### config.mk
export PLATFORM = sky130hd
export DESIGN_NAME = conv_encoder
export DESIGN_NICKNAME = d
export VERILOG_FILES = /design/src/rtl/conv_encoder.sv
export SDC_FILE = /design/constraint.sdc
export NUM_CORES = 1
export LEC_CHECK = 0
export ABC_AREA = 1
export BUFFER_PORTS_ARGS = -buffer_cell sky130_fd_sc_hd__buf_2
export CAP_MARGIN = 20
export CORE_MARGIN = 4
export CORE_UTILIZATION = 40
export DETAILED_ROUTE_END_ITERATION = 8
export PLACE_DENSITY = 0.63
export SETUP_SLACK_MARGIN = 0.05
export SYNTH_ARGS = -nofsm -noshare
export SYNTH_HDL_FRONTEND = slang
export SYNTH_SLANG_ARGS = --single-unit
### constraint.sdc
create_clock -name clk -period 1.6 [get_ports clk]
set_input_delay 0.32 -clock clk [delete_from_list [all_inputs] [get_ports clk]]
set_output_delay 0.32 -clock clk [all_outputs]
set_load 0.01 [all_outputs]
### src/rtl/conv_encoder.sv
// Rate-1/2, K=3 convolutional encoder: one byte per handshake, encoded MSB first,
// one bit per clock, with encoder memory carried across bytes until refresh.
module conv_encoder #(
    parameter int           DATA_W = 8,
    parameter logic [2:0]   G0     = 3'b111,
    parameter logic [2:0]   G1     = 3'b101
) (
    input  logic                  clk,
    input  logic                  rst,
    input  logic                  refresh,
    input  logic                  in_valid,
    output logic                  in_ready,
    input  logic [DATA_W-1:0]     data_in,
    output logic                  out_valid,
    input  logic                  out_ready,
    output logic [2*DATA_W-1:0]   data_out,
    output logic                  busy
);

    // state    | meaning
    // IDLE     | waiting for a byte, in_ready high unless refresh
    // SHIFT    | encoding one bit per cycle, then one cycle to publish
    // HOLD     | codeword valid on data_out, waiting for out_ready
    localparam logic [1:0] ST_IDLE  = 2'd0;
    localparam logic [1:0] ST_SHIFT = 2'd1;
    localparam logic [1:0] ST_HOLD  = 2'd2;

    localparam int CNT_W = $clog2(DATA_W + 1);
    localparam logic [CNT_W-1:0] CNT_LAST = CNT_W'(DATA_W);

    logic [1:0]          state_q, state_d;
    logic [CNT_W-1:0]    cnt_q, cnt_d;
    logic [DATA_W-1:0]   shreg_q, shreg_d;
    logic [2*DATA_W-1:0] acc_q, acc_d;
    logic [2*DATA_W-1:0] dout_q, dout_d;
    logic                s1_q, s1_d;
    logic                s2_q, s2_d;
    logic                u, g0, g1;

    assign u  = shreg_q[DATA_W-1];
    assign g0 = ^({u, s1_q, s2_q} & G0);
    assign g1 = ^({u, s1_q, s2_q} & G1);

    assign in_ready  = rst && (state_q == ST_IDLE) && !refresh;
    assign out_valid = (state_q == ST_HOLD);
    assign busy      = (state_q != ST_IDLE);
    assign data_out  = dout_q;

    always_comb begin
        state_d = state_q;
        cnt_d   = cnt_q;
        shreg_d = shreg_q;
        acc_d   = acc_q;
        dout_d  = dout_q;
        s1_d    = s1_q;
        s2_d    = s2_q;
        if (refresh) begin
            state_d = ST_IDLE;
            cnt_d   = '0;
            s1_d    = 1'b0;
            s2_d    = 1'b0;
        end else begin
            case (state_q)
                ST_IDLE: begin
                    if (in_valid && in_ready) begin
                        shreg_d = data_in;
                        cnt_d   = '0;
                        state_d = ST_SHIFT;
                    end
                end
                ST_SHIFT: begin
                    // The accumulator is fully overwritten by DATA_W pairs, so it never needs clearing.
                    if (cnt_q == CNT_LAST) begin
                        dout_d  = acc_q;
                        cnt_d   = '0;
                        state_d = ST_HOLD;
                    end else begin
                        acc_d   = {acc_q[2*DATA_W-3:0], g0, g1};
                        shreg_d = {shreg_q[DATA_W-2:0], 1'b0};
                        s2_d    = s1_q;
                        s1_d    = u;
                        cnt_d   = cnt_q + 1'b1;
                    end
                end
                ST_HOLD: begin
                    if (out_ready) begin
                        state_d = ST_IDLE;
                    end
                end
                default: state_d = ST_IDLE;
            endcase
        end
    end

    always_ff @(posedge clk or negedge rst) begin
        if (!rst) begin
            state_q <= ST_IDLE;
            cnt_q   <= '0;
            shreg_q <= '0;
            acc_q   <= '0;
            dout_q  <= '0;
            s1_q    <= 1'b0;
            s2_q    <= 1'b0;
        end else begin
            state_q <= state_d;
            cnt_q   <= cnt_d;
            shreg_q <= shreg_d;
            acc_q   <= acc_d;
            dout_q  <= dout_d;
            s1_q    <= s1_d;
            s2_q    <= s2_d;
        end
    end

endmodule

==> results.json <==
{
  "met3_usage": 0.03027,
  "overflow": 0,
  "worstReg2RegEnd": "acc_q[3]",
  "cp-end-kind": "output pin",
  "grt_max_degree": 34,
  "clk_pin_slew_ps": 90,
  "synth_top_cell_by_area": "dfrtp_1",
  "path_max_fanout": 4,
  "relSlewSlack": 0.7269,
  "cts_tree": "done",
  "grt_pass1_vias": 1369,
  "leakagePower_nw": 1.274,
  "clockRootBuffer": "clkbuf_8",
  "antenna_cells": 0,
  "vias": 1515,
  "synth.area.top_cells": "dfrtp_1 57%, nand2_1 12%, inv_1 6.1%, o21ai_0 5.0%, o21ai_1 4.5%",
  "holdBufCountCts": 0,
  "die_area_um2": 6489,
  "setup_viol": 0,
  "cpPeakStageDelay_ps": 400,
  "synth_seq_area_share": 0.5704,
  "netlist-cell-type-count": 21,
  "fin_crit_ps": 1480,
  "required_ps": 1280,
  "synth.ff_latch_count": 48,
  "rsz0062_at_grt": "yes",
  "critPathKind": "reg -> out",
  "powerDensity_nw_per_um2": 1079,
  "drt-total-wl_um": 3725,
  "worst_clock_skew_ps": 13.80,
  "slew_viol_final": 0,
  "synth_fp_nets": 250,
  "tightest_slew_ps": 409.7,
  "placed_cells": 333,
  "first_pass_iters": 4,
  "max_freq_ghz": 0.6758,
  "grt.met2_usage": 0.1912,
  "worstSkewPairLatency_ps": 300,
  "maxCapViolations": 0,
  "gp_congestion": 0.7696,
  "outcome": "finished, final reports clean",
  "worst_slack_ps": 120.2,
  "design_area_um2": 2437,
  "crit_slowest_cell": "dfrtp_1",
  "ant_nets": 0,
  "ir_worst_vdd_mv": 0.6534,
  "final_hold_viol_count": 0,
  "worst_ep_arrival_time_ps": 1160,
  "pre_cts_ws_ps": 98.47,
  "finish.net_count": 285,
  "via_per_inst": 4.456,
  "synth_top_area_frac": 0.5704,
  "power_mw": 2.630,
  "drt-initial-drc-count": 63,
  "antenna_found_initial": 0,
  "critPathLaunchType": "flop",
  "core.rowCount": 26,
  "portBuffers": 31,
  "yosys_warnings": 0,
  "core_area_um2": 5107,
  "clock_tree.buffer_depth": 2,
  "drc": 0,
  "r2r_slack_ps": 140,
  "place_area_um2": 2345,
  "grtUsageMet1": 0.1747,
  "place_hpwl_um": 2661,
  "grt_pass1_wl_um": 6313,
  "gr-usage-all-layers": 0.1281,
  "cts_sinks": 48,
  "die_w_um": 80.56,
  "grt-busiest-layer": "met2",
  "die_h_um": 80.56,
  "layout-drive-gt1-share": 0.2333,
  "initial_core_util": 0.4123,
  "hp-class": "in -> async",
  "timing.final.crit_share": 0.9249,
  "reg2reg_depth": 7,
  "netlist_instances": 235,
  "syn_to_final_growth_pct": 15.75,
  "finalNonFillerCells": 340,
  "io_pins": 32,
  "cts_buffers": 5,
  "cp_cell_sequence": "inv_2, nand2_1, nor3_2, buf_2",
  "avgSynthCellArea_um2": 8.961,
  "r2r-start": "cnt_q[0]",
  "cts_max_level": 2,
  "synth.cell_area_um2": 2106,
  "routedWlPerCell_um": 10.96,
  "tns_ps": 0
}
## power breakdown
part,internal (mW),switching [mW],leakage [nW]
Sequential,1.40,0.0935,0.646
Combinational,0.173,0.281,0.588
Clock,0.296,0.386,0.0400
Total,1.87,0.761,1.27
## synthesized netlist by cell type
library cell and count:
xor2_1 2, nor2_8 1, nand3_1 6, o21ai_0 21, nand2_4 3, nor3_1 1
dfrtp_1 48, buf_12 1, o21ai_1 19, nand2_1 69, inv_1 34, nor2_1 6
a21oi_1 1, buf_2 6, buf_1 1, xnor2_1 1, ha_1 2, o21ai_2 8
nand4_1 1, inv_2 2, nand2_2 2
## logic make-up after synthesis
family	Yosys count	share of synthesized area
xor gates and xnor gates	3	0.01248
adders and majority gates	2	0.01188
and+or+nand+nor	89	0.1848
buffers and inverters	44	0.08972
AOI/OAI and AO/OA	49	0.1307
DFF	48	0.5704
## through the flow
step           hold slack [ps]  utilization
2_1_floorplan            24.41            -
3_3_place_gp             347.0       0.4591
3_5_place_dp             335.8       0.4591
4_1_cts                  4.808       0.4750
5_1_grt                  14.29       0.4772
6_report                 10.92       0.4772
## cell usage in the layout, fill, tap and decap left out, types with 2 or more instances in the layout
| master | instances |
|---|---|
| nor2_1 | 6 |
| ha_1 | 2 |
| xor2_1 | 2 |
| o21ai_1 | 19 |
| inv_1 | 33 |
| nand2_4 | 3 |
| dfrtp_1 | 47 |
| nand2_2 | 2 |
| nand2_1 | 69 |
| inv_2 | 3 |
| nand3_1 | 5 |
| o21ai_0 | 21 |
| clkbuf_8 | 5 |
| buf_4 | 4 |
| o21ai_2 | 8 |
| buf_2 | 31 |
## area by class of cell
type	instances	area [um^2]
Inverter	36	135.1
Clock inverter	2	12.51
Sequential cell	48	1202
Multi-Input combinational cell	143	725.7
Tap cell	70	87.58
Fill cell	499	2670
Clock buffer	5	68.82
Timing Repair Buffer	36	205.2
## metal layers
layer  wire length, um  share of wire  vias to the layer above
met4                65          0.017                        0
met5                 0              0                        -
li1                  -              -                      801
met2              1666           0.45                       29
met3               138          0.037                        5
met1              1853           0.50                      680
## flip-flops by register name (all words and copies together) (netlist names)
name	cells
acc_q	16
data_out	16
shreg_q	8
cnt_q	4
state_q	2
s1_q	1
s2_q	1
## how the worst max path moves through the flow
| stage | from | end | slack [ps] |
|---|---|---|---|
| finish | state_q[1] | in_ready | 120 |
| global route | state_q[1] | in_ready | 30 |
| CTS | state_q[0] | in_ready | 50 |
| detailed placement | cnt_q[0] | data_out[8] | 100 |
| global placement | cnt_q[0] | data_out[12] | 140 |
| floorplan | cnt_q[0] | data_out[10] | 280 |
## critical path, delay by kind of cell (launching register included)
family | cells | cell delay (ps)
flops | 1 | 400
buf+inv | 2 | 240
simple gates | 2 | 230
## timing repair
action | in CTS | in global routing
buffers inserted | 0 | 0
setup endpoints to repair | 0 | 19
resized for setup | 0 | 4
(Power assumes the default switching activity.)
